<file path="src/rtl/regfile_sequencer_pkg.sv">
// rtl/regfile_sequencer_pkg.sv - shared state type and constants for the pixel SRAM sequencer
package regfile_pkg;

  typedef enum logic [1:0] {IDLE, KERNEL, PIXEL, DONE} seq_state_t;

  localparam int DEF_NUM_WORDS = 9;
  localparam int DEF_PIX_BITS  = 8;

  // Oldest-row pointer visits these in order, index 0 is the reset/restart value
  localparam logic [2:0][2:0] PTR_SEQ = {3'b100, 3'b010, 3'b001};

endpackage

</file>
<file path="src/rtl/regfile_sequencer_onehot_ring.sv">
// rtl/regfile_sequencer_onehot_ring.sv - one-hot rotating register with clear, load and advance
module onehot_ring #(
  parameter int               WIDTH      = 8,
  parameter bit               SHIFT_LEFT = 1'b1,
  parameter logic [WIDTH-1:0] SEED       = WIDTH'(1),
  parameter logic [WIDTH-1:0] RESET_VAL  = '0
) (
  input  logic             clk,
  input  logic             rst,
  input  logic             load,
  input  logic             advance,
  input  logic             clear,
  output logic [WIDTH-1:0] q
);

  // Rotation keeps the value one-hot; clear wins over load, load over advance
  always_ff @(posedge clk or posedge rst) begin
    if (rst)
      q <= RESET_VAL;
    else if (clear)
      q <= '0;
    else if (load)
      q <= SEED;
    else if (advance)
      q <= SHIFT_LEFT ? {q[WIDTH-2:0], q[WIDTH-1]} : {q[0], q[WIDTH-1:1]};
  end

endmodule

</file>
<file path="src/rtl/regfile_sequencer.sv">
// rtl/regfile_sequencer.sv - kernel-read pass then bit-serial pixel streaming into the oldest SRAM row
module regfile_sequencer
  import regfile_pkg::*;
#(
  parameter int NUM_WORDS = DEF_NUM_WORDS,
  parameter int PIX_BITS  = DEF_PIX_BITS,
  parameter int IMG_ROWS  = 16,
  parameter int ROW_CNT_W = 8
) (
  input  logic                 phi1,
  input  logic                 reset_s1,
  input  logic                 start_s1,
  input  logic                 pix_valid_s1,
  output logic                 pix_ready_s1,
  output logic [NUM_WORDS-1:0] wrapout_s1,
  output logic [2:0]           Mem_Pointer_s1,
  output logic [PIX_BITS-1:0]  Pix_Mux_s1,
  output logic                 Write_Mem_s1,
  output logic                 kernel_phase_s1,
  output logic                 conv_valid_s1,
  output logic                 busy_s1,
  output logic                 done_s1,
  output logic [ROW_CNT_W-1:0] row_cnt_s1
);

  localparam int WW = $clog2(NUM_WORDS);
  localparam int BW = $clog2(PIX_BITS);
  localparam logic [WW-1:0]        LAST_WORD    = WW'(NUM_WORDS - 1);
  localparam logic [BW-1:0]        LAST_BIT     = BW'(PIX_BITS - 1);
  localparam logic [BW-1:0]        PRE_LAST_BIT = BW'(PIX_BITS - 2);
  localparam logic [ROW_CNT_W-1:0] LAST_ROW     = ROW_CNT_W'(IMG_ROWS - 1);

  seq_state_t    state;
  logic [WW-1:0] word;
  logic [BW-1:0] bit_idx;

  logic last_word, last_bit, last_row, commit, frame_end;
  logic wl_load, wl_adv, wl_clr, pm_load, pm_adv, pm_clr, rp_load, rp_adv;

  assign last_word = (word == LAST_WORD);
  assign last_bit  = (bit_idx == LAST_BIT);
  assign last_row  = (row_cnt_s1 == LAST_ROW);
  // commit marks the write cycle: the pixel is taken and the next word begins
  assign commit    = (state == PIXEL) && last_bit && Write_Mem_s1;
  assign frame_end = commit && last_word && last_row;

  assign wl_load = ((state == IDLE) && start_s1) || ((state == KERNEL) && last_word) ||
                   (commit && last_word && !last_row);
  assign wl_adv  = ((state == KERNEL) && !last_word) || (commit && !last_word);
  assign wl_clr  = frame_end;
  assign pm_load = (state == KERNEL) && last_word;
  assign pm_adv  = ((state == PIXEL) && !last_bit) || (commit && !frame_end);
  assign pm_clr  = frame_end;
  assign rp_load = (state == DONE);
  assign rp_adv  = commit && last_word && !last_row;

  onehot_ring #(.WIDTH(NUM_WORDS), .SHIFT_LEFT(1'b0),
                .SEED({1'b1, {(NUM_WORDS-1){1'b0}}}), .RESET_VAL('0)) u_wordline (
    .clk(phi1), .rst(reset_s1), .load(wl_load), .advance(wl_adv), .clear(wl_clr), .q(wrapout_s1)
  );

  onehot_ring #(.WIDTH(PIX_BITS), .SHIFT_LEFT(1'b1),
                .SEED(PIX_BITS'(1)), .RESET_VAL('0)) u_pix_mux (
    .clk(phi1), .rst(reset_s1), .load(pm_load), .advance(pm_adv), .clear(pm_clr), .q(Pix_Mux_s1)
  );

  onehot_ring #(.WIDTH(3), .SHIFT_LEFT(1'b1),
                .SEED(PTR_SEQ[0]), .RESET_VAL(PTR_SEQ[0])) u_row_ptr (
    .clk(phi1), .rst(reset_s1), .load(rp_load), .advance(rp_adv), .clear(1'b0), .q(Mem_Pointer_s1)
  );

  always_ff @(posedge phi1 or posedge reset_s1) begin
    if (reset_s1) begin
      state           <= IDLE;
      word            <= '0;
      bit_idx         <= '0;
      pix_ready_s1    <= 1'b0;
      Write_Mem_s1    <= 1'b0;
      kernel_phase_s1 <= 1'b0;
      conv_valid_s1   <= 1'b0;
      busy_s1         <= 1'b0;
      done_s1         <= 1'b0;
      row_cnt_s1      <= '0;
    end else begin
      case (state)
        IDLE: begin
          if (start_s1) begin
            state           <= KERNEL;
            word            <= '0;
            kernel_phase_s1 <= 1'b1;
            busy_s1         <= 1'b1;
          end
        end
        KERNEL: begin
          if (last_word) begin
            state           <= PIXEL;
            word            <= '0;
            bit_idx         <= '0;
            kernel_phase_s1 <= 1'b0;
          end else begin
            word <= word + 1'b1;
          end
        end
        PIXEL: begin
          // Valid is sampled entering the last bit so the write strobe can be a flop
          if (!last_bit) begin
            bit_idx <= bit_idx + 1'b1;
            if (bit_idx == PRE_LAST_BIT) begin
              pix_ready_s1 <= 1'b1;
              Write_Mem_s1 <= pix_valid_s1;
            end
          end else if (!Write_Mem_s1) begin
            Write_Mem_s1 <= pix_valid_s1;
          end else begin
            Write_Mem_s1 <= 1'b0;
            pix_ready_s1 <= 1'b0;
            bit_idx      <= '0;
            if (!last_word) begin
              word <= word + 1'b1;
            end else begin
              word       <= '0;
              row_cnt_s1 <= row_cnt_s1 + 1'b1;
              if (last_row) begin
                state   <= DONE;
                done_s1 <= 1'b1;
              end else begin
                conv_valid_s1 <= (row_cnt_s1 >= ROW_CNT_W'(1));
              end
            end
          end
        end
        DONE: begin
          state         <= IDLE;
          done_s1       <= 1'b0;
          busy_s1       <= 1'b0;
          row_cnt_s1    <= '0;
          conv_valid_s1 <= 1'b0;
        end
        default: state <= IDLE;
      endcase
    end
  end

endmodule

</file>
<file path="config.mk">
export PLATFORM = sky130hd
export DESIGN_NAME = regfile_sequencer
export DESIGN_NICKNAME = d
export VERILOG_FILES = /design/src/rtl/regfile_sequencer_pkg.sv /design/src/rtl/regfile_sequencer_onehot_ring.sv /design/src/rtl/regfile_sequencer.sv
export SDC_FILE = /design/constraint.sdc
export NUM_CORES = 1
export LEC_CHECK = 0
export CAP_MARGIN = 20
export CORE_MARGIN = 2
export CORE_UTILIZATION = 48
export DETAILED_ROUTE_END_ITERATION = 16
export PLACE_DENSITY = 0.88
export SYNTH_ARGS = -nofsm -noshare
export SYNTH_HDL_FRONTEND = slang
export SYNTH_HIERARCHICAL = 1
export SYNTH_SLANG_ARGS = --single-unit
</file>
<file path="constraint.sdc">
create_clock -name phi1 -period 1.9 [get_ports phi1]
set_input_delay 0.38 -clock phi1 [delete_from_list [all_inputs] [get_ports phi1]]
set_output_delay 0.38 -clock phi1 [all_outputs]
set_load 0.01 [all_outputs]
</file>
==> results of run 1 <==
[worst register-to-register path: stages (launching register included)]
cell	delay, ps
dfrtp_1	390
buf_4	160
ha_1	200
or4b_1	490
o21ai_0	140
a211oi_1	130
a311o_1	330
[placed cells by master, fill, tap and decap left out, types with 3 or more instances in the layout]
master           instances
nand2_1                 11
buf_4                   48
ha_1                     7
and2_1                   3
buf_6                    5
a21oi_2                  4
ha_2                     3
or3_1                    3
nand3_1                  7
dfrtp_1                 42
o21ai_0                 12
inv_1                   18
conb_1                   3
nor3_1                   3
clkbuf_8                 5
clkdlybuf4s50_1         37
a21oi_1                 11
nor2_1                  25
mux2i_1                 20
mux2_4                   3
ha_4                     3
[metal layers]
layer | track usage, % | wire length, µm | up-vias
met1 | 27.0 | 2500 | 1015
li1 | - | - | 978
met3 | 4.53 | 245 | 10
met4 | 6.06 | 55 | 0
met5 | 0 | 0 | -
met2 | 36.3 | 3060 | 56
[state kept, by name (all words and copies together) (netlist names)]
name and cells:
u_wordline/q 9, bit_idx 3, busy_s1 1, word 4
state 2, kernel_phase_s1 1, conv_valid_s1 1, pix_ready_s1 1
row_cnt_s1 8, done_s1 1, u_row_ptr/q 3, Write_Mem_s1 1
u_pix_mux/q 8
[cell usage after synthesis, types with 7 or more instances]
master / count / area share [%]
a21oi_1: 16 / 3.4
dfrtp_1: 42 / 45
ha_1: 13 / 7.0
inv_1: 18 / 2.9
mux2i_1: 22 / 9.4
nand2_1: 12 / 1.9
nand3_1: 7 / 1.5
nor2_1: 27 / 4.3
o21ai_0: 14 / 3.0
[power by group through the flow]
stage,combinational [W],clock (W),sequential [W]
2_1_floorplan,0.000687,0,0.00137
3_3_place_gp,0.00139,0,0.00129
3_5_place_dp,0.00145,0,0.00131
4_1_cts,0.00157,0.000578,0.00130
5_1_grt,0.00189,0.000627,0.00132
6_report,0.00175,0.000574,0.00130
[cell type report]
cell class / instances / share of cell area (%)
flip-flops and latches: 43 / 31.8
repair buffers: 92 / 24.0
well taps: 67 / 2.47
clock buffers: 6 / 2.14
inverters: 18 / 1.99
multi-input cells: 163 / 37.3
clock inverters: 2 / 0.369
[path summary, 6_finish.rpt]
kind / start / endpoint / slack (ps) / cells after the start
max: row_cnt_s1[0]$_DFFE_PP0P_ / conv_valid_s1$_DFFE_PP0P_ / -40 / 6
min: reset_s1 / u_row_ptr/q[1]$_DFFE_PP0P_ / 360 / 2
max reg2reg: row_cnt_s1[0]$_DFFE_PP0P_ / conv_valid_s1$_DFFE_PP0P_ / -40 / 6
min reg2reg: pix_ready_s1$_DFFE_PP0P_ / pix_ready_s1$_DFFE_PP0P_ / 540 / 2
max in group asynchronous: reset_s1 / pix_ready_s1$_DFFE_PP0P_ / 1090 / 3
min in group phi1: pix_ready_s1$_DFFE_PP0P_ / pix_ready_s1$_DFFE_PP0P_ / 540 / 2
[what timing repair did]
item	4_1_cts	5_1_grt
buffers inserted	2	6
cloned	0	1
gates resized for setup	15	25
endpoints found under the setup margin	22	28
pin swaps	4	6
hold endpoints to repair	0	0
[per-stage QoR]
stage | util (%) | cells | cell area, µm² | TNS [ps]
floorplan | - | 234 | 2350 | 0
global placement | 65.2 | 374 | 3080 | -2010
detailed placement | 65.2 | 374 | 3080 | -3040
CTS | 68.6 | 384 | 3240 | -16.8
global route | 71.8 | 391 | 3390 | -770
finish | 71.8 | 391 | 3390 | -61.6
[cells by family after synthesis]
kind of cell / after synthesis
flops: 43
fa+ha+maj: 13
mux: 27
simple gates: 75
compound gates: 45
other cells: 1
buf+inv: 28
==> results.tsv, run 1 <==
stage	metric	value	unit
power	power.switching	0.00125	W
floorplanning	row_count	25	
flow_run	max_cap_viol_count	0	
power	p_seq_share	35.9	%
synth	seq_area_frac_synth	46.0	%
final_layout	seq_area	1080	µm²
synth	synth_top_family_by_area	simple AND/OR/NAND/NOR gates	
synth	avgSynthCellArea	10.1	µm²
worst_setup_path	critPathArrivalTime	2130	ps
floorplanning	core-area	4720	µm²
timing	skew	5.53	ps
floorplanning	ioPinCount	38	
final_layout	antenna_cells	0	
clocking	htree_levels	2	
timing	finalHoldViolCount	0	
synth	synth-adder-area-share	6.95	%
clocking	numCtsBuffers	5	
route	wirelength	5.86	mm
timing	finalCritPeriodShare	102	%
run_status	status	finished, violations left	
power	peakVddDrop	0.658	mV
clocking	clk_pin_slew	80	ps
global_route	grt_usage	21.2	%
worst_setup_path	startpoint_type	register	
power	internal-power	0.00237	W
worst_setup_path	slowest_delay	490	ps
clocking	cts_sinks	43	
placement	place_congestion	0.817	
worst_setup_path	worst-path-buf-inv	1	
route	wl_per_cell	15.0	µm
route	dr_total_vias	2059	
timing	post-route-min-period	1940	ps
power	totalPowerFinal	0.00362	W
global_route	grt_overflow_total	0	
timing	whs	363	ps
timing	clock.fmax	515	MHz
floorplanning	start_util	49.5	%
synth	synth-xor-area-share	0	%
synth	synth_area	2340	µm²
worst_setup_path	crit_chain	buf_4 > ha_1 > or4b_1 > o21ai_0 > a211oi_1 > a311o_1	
worst_setup_path	crit_slowest_cell	or4b_1	
floorplanning	die_w	73.8	µm
route	dr.pass1.iters	4	
synth	synth_cell_types	46	
power	powerDensity	1070	nW/µm²
final_layout	area_growth	44.9	%
final_layout	nets	340	
global_route	grt_antenna_before_repair	0	
worst_setup_path	endpoint_kind	register	
synth	ys.warnings.count	6	
global_route	grt_first_pass_wirelength	9.03	mm
final_layout	drive_above_1_share	29.3	%
timing	worst_slack	-40.1	ps
global_route	grt_pass1_vias	2027	
worst_setup_path	crit_family	compound AO/OA/AOI/OAI gates	
worst_hold_path	worstHoldPathType	input port to async pin	
route	via_per_inst	5.27	
route	ant_nets	0	
clocking	cts_root_buf	clkbuf_8	
synth	async_flop_share	100	%
floorplanning	die_height	73.8	µm
timing	drv_slew	0	
synth	synth_seq_cells	43	
route	drt_first_iter_violations	81	
timing	rsz0062_at_grt	true	
power	power_frac_comb	48.2	%
worst_setup_path	required	2090	ps
synth	synth_cells	232	
timing	setup_viol	4	
clocking	clockBufferDepth	2	
power	pwr-share-clk	15.8	%
final_layout	nFillCells	306	
power	switching_share	34.5	%
synth	synthFlopType	dfrtp_1	
synth	synth_compound_area_share	12.6	%
worst_setup_path	criticalPathCategory	register to register	
placement	portBuffers	37	
clocking	tritoncts	built	
clocking	postCtsHoldBufs	0	
run_status	failed_checks	negative setup slack	
synth	synth_edf_count	0	
synth	synthMuxAreaShare	12.0	%
placement	pre_cts_ws	-365	ps
synth	yosys.area_share.simple	16.4	%
final_layout	multiInputGateArea	1260	µm²
power	p_leak	1.60	nW
placement	hpwl	3.89	mm
worst_setup_path	crit_path_max_fanout	5	
route	route.detailed.drc	0	
clocking	clkLatencyLatePin	300	ps
global_route	grt_max_degree	24	
floorplanning	die_area	5450	µm²
(Power assumes the default switching activity.)
==> inputs of run 2 (changes only) <==
--- a/config.mk
+++ b/config.mk
@@ -7,3 +7,2 @@
 export LEC_CHECK = 0
-export CAP_MARGIN = 20
 export CORE_MARGIN = 2
--- a/constraint.sdc
+++ b/constraint.sdc
@@ -3,2 +3,2 @@
 set_output_delay 0.38 -clock phi1 [all_outputs]
-set_load 0.01 [all_outputs]
+set_load 0.05 [all_outputs]
==> results.tsv, run 2 (synthesis gave the netlist of run 1 again) <==
stage	metric	value	unit
placement	pre_cts_ws	-429	ps
final_layout	nets	337	
timing	finalHoldViolCount	0	
power	powerDensity	1170	nW/µm²
global_route	grt_antenna_before_repair	0	
final_layout	layout_common_cells	buf_4, dfrtp_1, nor2_1, mux2i_1, inv_1	
final_layout	regMostFlops	u_wordline/q	
timing	skew	7.71	ps
global_route	grt_overflow_total	0	
final_layout	seq_area	1080	µm²
worst_setup_path	crit_path_max_fanout	9	
timing	rsz0062_at_grt	true	
final_layout	reg_top3	u_wordline/q (9), row_cnt_s1 (8), u_pix_mux/q (8)	
timing	finalCritPeriodShare	98.9	%
power	power.switching	0.00164	W
run_status	status	finished clean	
final_layout	antenna_cells	0	
clocking	htree_levels	2	
timing	tightestPinTransition	517	ps
floorplanning	ioPinCount	38	
placement	place_congestion	0.805	
power	p_seq_share	33.0	%
flow_run	max_cap_viol_count	0	
floorplanning	core-area	4720	µm²
final_layout	final_common_cell	buf_4	
clocking	clk_pin_slew	90	ps
power	power_frac_comb	52.2	%
worst_setup_path	critPathArrivalTime	2070	ps
power	p_leak	1.84	nW
worst_hold_path	worstHoldPathType	input port to async pin	
clocking	cts_sinks	43	
global_route	grt_max_degree	24	
clocking	cts_root_buf	clkbuf_8	
timing	post-route-min-period	1880	ps
timing	clock.fmax	532	MHz
floorplanning	start_util	49.5	%
final_layout	largest_register_ffs	9	
power	peakVddDrop	0.696	mV
route	drt_first_iter_violations	144	
placement	placed_area	3020	µm²
route	via_per_inst	5.22	
clocking	postCtsHoldBufs	0	
placement	hpwl	3.71	mm
worst_setup_path	required	2090	ps
route	ant_nets	0	
final_layout	multiInputGateArea	1250	µm²
timing	setup_viol	0	
global_route	grt_first_pass_wirelength	8.77	mm
placement	portBuffers	37	
route	wirelength	5.52	mm
route	dr_total_vias	2025	
final_layout	drive_above_1_share	35.5	%
final_layout	nFillCells	312	
timing	slew_headroom	65.5	%
timing	worst_slack	20.8	ps
clocking	clockBufferDepth	2	
power	pwr-share-clk	14.8	%
clocking	tritoncts	built	
clocking	clkLatencyLatePin	300	ps
global_route	grt_pass1_vias	1993	
floorplanning	die_w	73.8	µm
route	dr.pass1.iters	4	
power	switching_share	42.0	%
worst_setup_path	startpoint_type	register	
timing	drv_slew	0	
worst_setup_path	endpoint_kind	register	
route	route.detailed.drc	0	
worst_setup_path	criticalPathCategory	register to register	
power	internal-power	0.00227	W
route	wl_per_cell	14.2	µm
global_route	grt_usage	20.5	%
final_layout	stdcell_area	3350	µm²
floorplanning	die_area	5450	µm²
floorplanning	die_height	73.8	µm
clocking	numCtsBuffers	5	
power	totalPowerFinal	0.00391	W
final_layout	area_growth	43.2	%
floorplanning	row_count	25	
==> run 2: changes by cell type in the layout (fill, tap and decap cells not counted), sizes merged <==
| cell | change |
|---|---|
| dlymetal6s2s | +14 |
| buf | +13 |
| clkdlybuf4s50 | -30 |
==> run 2: path summary, 6_finish.rpt <==
path | start | endpoint | slack (ps) | cells past startpoint
max | state[1]$_DFFE_PP0P_ | u_wordline/q[8]$_DFFE_PP0P_ | 20 | 9
min | reset_s1 | u_row_ptr/q[1]$_DFFE_PP0P_ | 360 | 2
max reg2reg | state[1]$_DFFE_PP0P_ | u_wordline/q[8]$_DFFE_PP0P_ | 20 | 9
min reg2reg | pix_ready_s1$_DFFE_PP0P_ | pix_ready_s1$_DFFE_PP0P_ | 530 | 2
max in group asynchronous | reset_s1 | row_cnt_s1[0]$_DFFE_PP0P_ | 1100 | 3
min in group phi1 | pix_ready_s1$_DFFE_PP0P_ | pix_ready_s1$_DFFE_PP0P_ | 530 | 2
==> run 2: power by group through the flow <==
| stage | Combinational (W) | Sequential [W] | Clock [W] |
|---|---|---|---|
| after global routing | 0.00219 | 0.00132 | 0.000632 |
| after global placement | 0.00180 | 0.00129 | 0 |
| after CTS | 0.00194 | 0.00129 | 0.000584 |
| final | 0.00204 | 0.00129 | 0.000579 |
| after floorplan | 0.000686 | 0.00181 | 0 |
| after detailed placement | 0.00186 | 0.00130 | 0 |
==> run 2: routing by layer <==
metal  vias to the layer above  track usage [%]  share of wire [%]  routed length (µm)
met2                        47             33.7                 50                2750
met4                         0             8.28                1.7                  95
met1                       988             25.8                 45                2480
met5                         -                0                  0                   0
li1                        976                -                  -                   -
met3                        14             5.08                3.6                 199
==> run 2: worst max-delay path, stage by stage (launching register included) <==
cell     delay, ps
dfrtp_1        400
buf_4          150
inv_1          140
ha_2           270
buf_4          140
nor2_1          40
nor2_1         140
buf_6          190
mux2i_1        200
a21oi_1         90
==> run 2: stage by stage <==
| stage | cells | hold WS, ps | TNS, ps | util, % |
|---|---|---|---|---|
| floorplan | 234 | 133 | -24.3 | - |
| global placement | 371 | 495 | -2620 | 64.0 |
| detailed placement | 371 | 518 | -3950 | 64.0 |
| CTS | 382 | 361 | 0 | 67.4 |
| global route | 388 | 382 | -300 | 70.9 |
| finish | 388 | 364 | 0 | 70.9 |
==> run 2: repair_timing <==
item,CTS,global route
setup endpoints to repair,26,40
pin swaps,2,10
gates resized for setup,11,41
cloned,0,1
setup buffers,3,5
==> run 2: layout make-up <==
class / instances / share of cell area, %
flip-flops and latches: 43 / 32.3
multi-input cells: 163 / 37.4
well taps: 67 / 2.50
clock inverters: 2 / 0.374
inverters: 18 / 2.02
clock buffers: 6 / 2.17
repair buffers: 89 / 23.2
